$ cat src/rtl/cmd_decoder.sv
// cmd_decoder: parses 4-byte host frames (SYNC, CMD, DATA, CSUM) from the UART
// receiver, applies trace width/enable config and queues a one-byte reply
// toward the UART transmitter through a single-entry reply slot.
module cmd_decoder #(
  parameter int unsigned TIMEOUT_CYCLES = 480000,
  parameter logic [7:0]  SYNC_BYTE      = 8'hA5
) (
  input  logic       clk,
  input  logic       rst,
  input  logic       received,
  input  logic [7:0] rx_byte,
  input  logic       recv_error,
  input  logic       sync,
  input  logic       overflow,
  input  logic       tx_free,
  output logic       resp_valid,
  output logic [7:0] resp_byte,
  output logic [2:0] width,
  output logic       trace_en,
  output logic [7:0] err_count
);

  localparam int unsigned   TW       = $clog2(TIMEOUT_CYCLES + 1);
  localparam logic [TW-1:0] TMO_LAST = TW'(TIMEOUT_CYCLES - 1);
  localparam logic [7:0]    ACK      = 8'h06;
  localparam logic [7:0]    NAK      = 8'h15;

  typedef enum logic [2:0] {
    S_IDLE, S_GETCMD, S_GETDATA, S_GETCSUM, S_EXEC
  } state_t;

  state_t        state_q, state_d;
  logic [TW-1:0] tmo_q, tmo_d;
  logic [7:0]    cmd_q, cmd_d;
  logic [7:0]    data_q, data_d;
  logic [7:0]    csum_q, csum_d;
  logic [2:0]    width_q, width_d;
  logic          trace_en_q, trace_en_d;
  logic [7:0]    err_cnt_q, err_cnt_d;
  logic          slot_full_q, slot_full_d;
  logic [7:0]    slot_byte_q, slot_byte_d;
  logic          resp_valid_q, resp_valid_d;
  logic [7:0]    resp_byte_q, resp_byte_d;

  logic          byte_ok;
  logic          drain;
  logic          inc_err;
  logic          rep_load;
  logic [7:0]    rep_byte;

  // Next-state: frame parser, timeout, execution and reply slot handling
  always_comb begin
    state_d      = state_q;
    tmo_d        = tmo_q;
    cmd_d        = cmd_q;
    data_d       = data_q;
    csum_d       = csum_q;
    width_d      = width_q;
    trace_en_d   = trace_en_q;
    err_cnt_d    = err_cnt_q;
    slot_full_d  = slot_full_q;
    slot_byte_d  = slot_byte_q;
    resp_valid_d = 1'b0;
    resp_byte_d  = resp_byte_q;
    inc_err      = 1'b0;
    rep_load     = 1'b0;
    rep_byte     = NAK;

    // A framing error in the same cycle as a byte poisons that byte
    byte_ok = received & ~recv_error;

    // Hand the pending reply to the transmitter as soon as it is idle
    drain = slot_full_q & tx_free;
    if (drain) begin
      resp_valid_d = 1'b1;
      resp_byte_d  = slot_byte_q;
      slot_full_d  = 1'b0;
    end

    case (state_q)
      S_IDLE: begin
        tmo_d = '0;
        if (byte_ok && rx_byte == SYNC_BYTE) state_d = S_GETCMD;
      end

      S_GETCMD, S_GETDATA, S_GETCSUM: begin
        if (recv_error) begin
          state_d = S_IDLE;
          tmo_d   = '0;
          inc_err = 1'b1;
        end else if (received) begin
          tmo_d = '0;
          case (state_q)
            S_GETCMD:  begin cmd_d  = rx_byte; state_d = S_GETDATA; end
            S_GETDATA: begin data_d = rx_byte; state_d = S_GETCSUM; end
            default:   begin csum_d = rx_byte; state_d = S_EXEC;    end
          endcase
        end else if (tmo_q == TMO_LAST) begin
          // Host stalled mid-frame: abort, next byte must be a fresh SYNC
          state_d = S_IDLE;
          tmo_d   = '0;
          inc_err = 1'b1;
        end else begin
          tmo_d = tmo_q + 1'b1;
        end
      end

      S_EXEC: begin
        state_d  = S_IDLE;
        rep_load = 1'b1;
        if (csum_q != (cmd_q ^ data_q)) begin
          inc_err = 1'b1;
        end else begin
          case (cmd_q)
            8'h01: begin
              if (data_q == 8'd1 || data_q == 8'd2 || data_q == 8'd4) begin
                width_d  = data_q[2:0];
                rep_byte = ACK;
              end else begin
                inc_err = 1'b1;
              end
            end
            8'h02: begin
              trace_en_d = data_q[0];
              rep_byte   = ACK;
            end
            8'h03: rep_byte = {2'b00, overflow, sync, trace_en_q, width_q};
            default: inc_err = 1'b1;
          endcase
        end
      end

      default: state_d = S_IDLE;
    endcase

    // Older reply wins; a slot that empties this very cycle can take the new one
    if (rep_load) begin
      if (slot_full_q && !drain) begin
        inc_err = 1'b1;
      end else begin
        slot_full_d = 1'b1;
        slot_byte_d = rep_byte;
      end
    end

    // All error sources in one cycle collapse to a single saturating bump
    if (inc_err && err_cnt_q != 8'hFF) err_cnt_d = err_cnt_q + 8'd1;
  end

  // State registers with synchronous reset
  always_ff @(posedge clk) begin
    if (rst) begin
      state_q      <= S_IDLE;
      tmo_q        <= '0;
      cmd_q        <= '0;
      data_q       <= '0;
      csum_q       <= '0;
      width_q      <= 3'h4;
      trace_en_q   <= 1'b1;
      err_cnt_q    <= '0;
      slot_full_q  <= 1'b0;
      slot_byte_q  <= '0;
      resp_valid_q <= 1'b0;
      resp_byte_q  <= '0;
    end else begin
      state_q      <= state_d;
      tmo_q        <= tmo_d;
      cmd_q        <= cmd_d;
      data_q       <= data_d;
      csum_q       <= csum_d;
      width_q      <= width_d;
      trace_en_q   <= trace_en_d;
      err_cnt_q    <= err_cnt_d;
      slot_full_q  <= slot_full_d;
      slot_byte_q  <= slot_byte_d;
      resp_valid_q <= resp_valid_d;
      resp_byte_q  <= resp_byte_d;
    end
  end

  assign resp_valid = resp_valid_q;
  assign resp_byte  = resp_byte_q;
  assign width      = width_q;
  assign trace_en   = trace_en_q;
  assign err_count  = err_cnt_q;

endmodule

$ cat config.mk
export PLATFORM = sky130hd
export DESIGN_NAME = cmd_decoder
export DESIGN_NICKNAME = d
export VERILOG_FILES = /design/src/rtl/cmd_decoder.sv
export SDC_FILE = /design/constraint.sdc
export NUM_CORES = 1
export LEC_CHECK = 0
export ABC_AREA = 1
export CORE_MARGIN = 4
export CORE_UTILIZATION = 30
export DETAILED_ROUTE_END_ITERATION = 10
export PLACE_DENSITY = 0.56
export SYNTH_ARGS = -nofsm -noshare
export SYNTH_HDL_FRONTEND = slang
export SYNTH_SLANG_ARGS = --single-unit
export TNS_END_PERCENT = 30
$ cat constraint.sdc
create_clock -name clk -period 1.4 [get_ports clk]
set_input_delay 0.28 -clock clk [delete_from_list [all_inputs] [get_ports clk]]
set_output_delay 0.28 -clock clk [all_outputs]
set_load 0.03 [all_outputs]
==> results.cfg, run 1 <==
[die]
rows = 38
die_h_um = 115.4
fp.coreArea_um2 = 11080
die_w_um = 115.4
pin_count = 36
dieArea_um2 = 13310
initial_core_util_pct = 31.23

[placement]
dp_cells = 741
gp_congestion = 0.8292
port_buffers = 33
dp_slack_ns = -0.4407
dp_hpwl_um = 6452

[clock_tree]
cts_tree = built
cts_made_buffers = 9
clk_pin_slew_worst_paths_ns = 0.06
clk_latency_ns = 0.33
cts.sinks = 72
clk_path_buf_depth = 2
htreeDepth = 3
cts.root.buffer_cell = clkbuf_16
ctsHoldBuffers = 0

[cells_and_area]
post-route-util_pct = 48.77
multi_input_area_um2 = 2085
fin_cells = 766
area_delta_synth_final_pct = 56.17
final_common_cell = buf_4
layout_common_cells = buf_4, nand2_1, dfxtp_1
layout-drive-gt1-share_pct = 39.30
register_area_um2 = 1488
diodes = 0
finalNetCount = 639
nFillCells = 1074

[route]
drtIter0Drc = 142
drc = 0
wl_per_cell_um = 11.73
drtPass1Iterations = 4
wirelength_um = 8985
vias = 3512
viasPerCell = 4.585
antenna_left = 0

[global_route]
grt_pass1_wl_um = 14970
grt_pass1_vias = 3324
antenna_found_initial = 0
grt_max_degree = 40
grt-ovfl-total = 0
grt.total_usage_pct = 14.13

[worst_setup_path]
cpMaxStageDelayCell = dfxtp_4
crit_path_end_kind = flip-flop
slowest_delay_ns = 0.36
cp_cell_sequence = or2_4 > nor3_4 > nand4_4 > nand2_2 > nand3_2 > nand2_4 > buf_6 > nand3_1 > a21oi_2
r2r_cells = 9
path_max_fanout = 6
arrival_ns = 1.89
cp-start-kind = flip-flop
critical_path_class = flip-flop to flip-flop
required_ns = 1.66

[sta]
maxSlewViolCount = 0
fin_hold_ws_ns = 0.3175
final_hold_viol_count = 0
fmax_mhz = 613.0
period_share_pct = 116.5
layout_min_cycle_time_ns = 1.631
fin_worst_skew_ns = 0.007226
finalWorstSetupSlack_ns = -0.2312
setup_violations = 37
rsz0062_at_grt = true

[yosys]
synth_seq_cells = 72
syn_avg_cell_area_um2 = 7.075
synth_edf_count = 0
yosysUniqueCellTypes = 35
seq_area_frac_synth_pct = 41.66
synthesis.area_um2 = 3460
async_flop_share_pct = 0
ys_warn_count = 0
synth_ff_type = dfxtp_1
synthCells = 489

[outcome]
status = finished with violations
failed_checks = negative setup slack

[power_and_ir_drop]
seqPwrFrac_pct = 38.0
intPower_mw = 4.204
power.density_nw_per_um2 = 1063
clkPwrFrac_pct = 42.1
swShare_pct = 26.81
net-switching-power_mw = 1.540
ir_worst_vdd_uv = 654.0
p_leak_nw = 2.294
comb_power_share_pct = 19.9

[job]
maxCapViolCount = 0

[worst_hold_path]
hold_class = input pin to flip-flop
holdPathStages = 3
==> timing repair <==
item                       4_1_cts  5_1_grt
pin swaps                       15       23
gates cloned                     0        0
setup endpoints to repair       57       52
resized for setup               71       76
setup buffers                    5        5
==> kinds of logic after synthesis <==
| logic type | Yosys count | synth area share [%] |
|---|---|---|
| other | 1 | 0.1084 |
| DFF | 72 | 41.66 |
| adders and majority gates | 2 | 0.7232 |
| AOI/OAI and AO/OA | 99 | 15.15 |
| buffers and inverters | 70 | 8.137 |
| xor gates and xnor gates | 14 | 3.544 |
| and+or+nand+nor | 231 | 30.67 |
==> power groups by stage <==
| stage | combinational, mW | clock [mW] | sequential, mW |
|---|---|---|---|
| after floorplan | 0.548 | 0 | 2.23 |
| after global placement | 0.944 | 0 | 2.22 |
| after detailed placement | 0.958 | 0 | 2.22 |
| after CTS | 1.08 | 2.48 | 2.18 |
| after global routing | 1.26 | 2.57 | 2.19 |
| final | 1.15 | 2.42 | 2.18 |
==> metrics by stage <==
stage	power [mW]	instance area, µm²	setup TNS [ns]
after floorplan	2.773	3532	-0.01487
after global placement	3.162	4688	-14.20
after detailed placement	3.178	4688	-14.82
after CTS	5.740	5187	-3.511
after global routing	6.024	5403	-7.517
final	5.743	5403	-3.372
==> synthesized netlist by cell type (6+ instances only) <==
master | number | area share (%)
clkbuf_1 | 7 | 0.76
xor2_1 | 13 | 3.3
o21ai_0 | 37 | 5.4
inv_1 | 41 | 4.4
nand2_1 | 104 | 11
nand3_1 | 34 | 4.9
a21oi_1 | 47 | 6.8
dfxtp_1 | 72 | 42
inv_2 | 16 | 1.7
nor2_1 | 53 | 5.8
nand4_1 | 6 | 1.1
nor3_1 | 8 | 1.2
==> cell type report <==
class	count	share of cell area, %
repair buffers	134	20.59
multi-input cells	348	38.58
clock inverters	2	0.6484
inverters	57	4.192
flip-flops and latches	72	27.54
well taps	140	3.242
clock buffers	13	5.211
==> final timing paths <==
| path | startpoint | end | slack (ns) |
|---|---|---|---|
| min | received | state_q[1] | 0.32 |
| max | tmo_q[10] | err_count[3] | -0.23 |
| min reg2reg | slot_byte_q[5] | slot_byte_q[5] | 0.46 |
| max reg2reg | tmo_q[10] | err_count[3] | -0.23 |
==> per-layer routing <==
metal / up-vias / track usage [%] / part of all wire (%)
met5: - / 0 / 0
met4: 0 / 6.886 / 2.1
met3: 13 / 2.789 / 3.4
met2: 53 / 23.92 / 49
met1: 1576 / 17.11 / 46
li1: 1870 / - / -
==> flip-flops by register name (all words and copies together) (netlist names) <==
name and flops:
tmo_q 19, data_q 8, err_count 8, resp_valid 1, slot_full_q 1, slot_byte_q 6, trace_en 1, csum_q 8
resp_byte 6, width 3, cmd_q 8, state_q 3
==> worst max-delay path: cells and delay by family (launching register included) <==
kind,cells,cell delay [ns]
simple gates,7,0.96
compound gates,1,0.11
buf+inv,1,0.13
flops,1,0.36
No activity file was read; power rests on OpenSTA's default activity.
==> inputs of run 2 (changes only) <==
- GPL_TIMING_DRIVEN: not set -> 0
==> run 2 against run 1 <==
The run still ends with negative setup slack left. Die area stayed put. Clock power decreased by 9.1%. Total power fell by 7.0%. First-iteration DRC count increased by 44%. Core utilization is 5.9 points lower. Hold slack lost 0.0069 ns. Combinational power decreased by 17%. Via count down 6.5%. Final cell count decreased by 9.3%. Maximum frequency is 0.16% lower. Non-clock buffer count is 72 lower. Largest power group unchanged.
==> results.cfg, run 2 (synthesis results as in run 1) <==
[outcome]
status = finished with violations
failed_checks = negative setup slack

[global_route]
grt_pass1_vias = 3037
grt_max_degree = 12
grt.total_usage_pct = 13.57
grt-ovfl-total = 0
antenna_found_initial = 0
grt_pass1_wl_um = 14220

[route]
vias = 3285
wl_per_cell_um = 12.45
wirelength_um = 8654
viasPerCell = 4.727
drc = 0
drtPass1Iterations = 4
antenna_left = 0
drtIter0Drc = 204

[placement]
dp_slack_ns = -0.7766
dp_hpwl_um = 6113
port_buffers = 32
gp_congestion = 0.8255
dp_cells = 662

[power_and_ir_drop]
ir_worst_vdd_uv = 786.6
p_total_mw = 5.343
p_leak_nw = 1.871
power.density_nw_per_um2 = 1126

[cells_and_area]
area_delta_synth_final_pct = 37.18
final_common_cell = nand2_1
finalNetCount = 567
fin_cells = 695
diodes = 0
multi_input_area_um2 = 2024
register_area_um2 = 1494
layout_common_cells = nand2_1, dfxtp_1, nor2_1
largest_register_ff_count = 19
layout-drive-gt1-share_pct = 32.97
regMostFlops = tmo_q
nFillCells = 1111

[worst_setup_path]
reg2reg_to = tmo_q[9]
critPathLaunch = tmo_q[3]
cp_cell_sequence = nand2_2 > inv_2 > nand4_2 > nor2_4 > nand4_4 > buf_4 > nand3_2 > a21oi_4 > inv_4 > clkbuf_16 > nor2_1
r2r_slack_ns = -0.23
critical_path_class = flip-flop to flip-flop
cp-start-kind = flip-flop
arrival_ns = 1.86
path_max_fanout = 7
crit_path_end_kind = flip-flop
cpMaxStageDelayCell = dfxtp_2
required_ns = 1.62
endpoint = tmo_q[9]
r2r-start = tmo_q[3]
slowest_delay_ns = 0.35
r2r_cells = 11

[sta]
layout_min_cycle_time_ns = 1.634
setup_violations = 37
tightest_slew_ns = 0.6119
maxSlewViolCount = 0
fmax_mhz = 612.1
finalWorstSetupSlack_ns = -0.2338
final_hold_viol_count = 0
fin_worst_skew_ns = 0.005226
period_share_pct = 116.7
rsz0062_at_grt = true
fin_hold_ws_ns = 0.3106
max_slew_margin_pct = 59.21

[clock_tree]
clk_latency_ns = 0.33
cts_made_buffers = 9
cts_tree = built
htreeDepth = 3
cts.sinks = 72
clk_pin_slew_worst_paths_ns = 0.06
cts.root.buffer_cell = clkbuf_16
clk_path_buf_depth = 2

[die]
die_w_um = 115.4
pin_count = 36
fp.coreArea_um2 = 11080
die_h_um = 115.4
rows = 38
dieArea_um2 = 13310
initial_core_util_pct = 31.23

[worst_hold_path]
hold_class = input pin to flip-flop

[job]
maxCapViolCount = 0
[run 2: cell types whose count changed in the layout (fill, tap and decap cells not counted), moves of 4 or more]
| cell | delta |
|---|---|
| inv_4 | +4 |
| o21ai_1 | -7 |
| inv_1 | -5 |
| buf_4 | -78 |
| clkbuf_1 | +6 |
| o21ai_0 | +7 |
| nand2_2 | +8 |
| nand2_1 | -5 |
[run 2: per-stage QoR]
step           area (µm²)  TNS [ns]  utilization, %
6_report             4746    -5.745           42.84
5_1_grt              4746    -10.38           42.84
4_1_cts              4529    -3.097           40.89
3_5_place_dp         4028    -26.06           36.36
3_3_place_gp         4028    -25.83           36.36
2_1_floorplan        3532  -0.01487               -
[run 2: how the worst min path moves through the flow]
stage | startpoint | endpoint | slack (ns) | cells past startpoint
6_report | received | state_q[1] | 0.31 | 3
5_1_grt | received | state_q[1] | 0.34 | 3
4_1_cts | rst | tmo_q[1] | 0.40 | 2
3_5_place_dp | slot_byte_q[5] | slot_byte_q[5] | 0.46 | 2
3_3_place_gp | slot_byte_q[5] | slot_byte_q[5] | 0.45 | 2
2_1_floorplan | overflow | slot_byte_q[5] | 0.42 | 2
[run 2: layout make-up]
cell class / count / area share, %
flip-flops and latches: 72 / 31.48
inverters: 57 / 4.877
well taps: 140 / 3.691
repair buffers: 49 / 9.333
multi-input cells: 348 / 42.66
plain buffers: 13 / 2.030
clock inverters: 4 / 0.9491
clock buffers: 12 / 4.983
[run 2: critical path, delay by kind of cell, from the launching register on]
family | cells | cell delay, ns
simple gates | 6 | 0.60
compound gates | 1 | 0.08
flops | 1 | 0.35
buf+inv | 4 | 0.50
[run 2: layer usage]
layer	global-route usage, %	routed length (µm)	up-vias
met5	0	0	-
met4	6.964	190	0
met3	2.526	366	15
met2	21.45	3887	54
met1	17.64	4209	1484
li1	-	-	1732
[run 2: power by group]
| group | switching, mW | total [mW] | internal (mW) | leakage [nW] |
|---|---|---|---|---|
| registers | 0.0754 | 2.19 | 2.12 | 0.597 |
| clock network | 0.831 | 2.20 | 1.37 | 0.140 |
| logic | 0.586 | 0.951 | 0.364 | 1.13 |
| total | 1.49 | 5.34 | 3.85 | 1.87 |
[run 2: timing repair]
| action | CTS | global route |
|---|---|---|
| pin swaps | 12 | 19 |
| hold buffers | 0 | 0 |
| endpoints found under the setup margin | 82 | 67 |
| resized for setup | 91 | 69 |
| setup buffers | 8 | 7 |
| cloned | 1 | 1 |
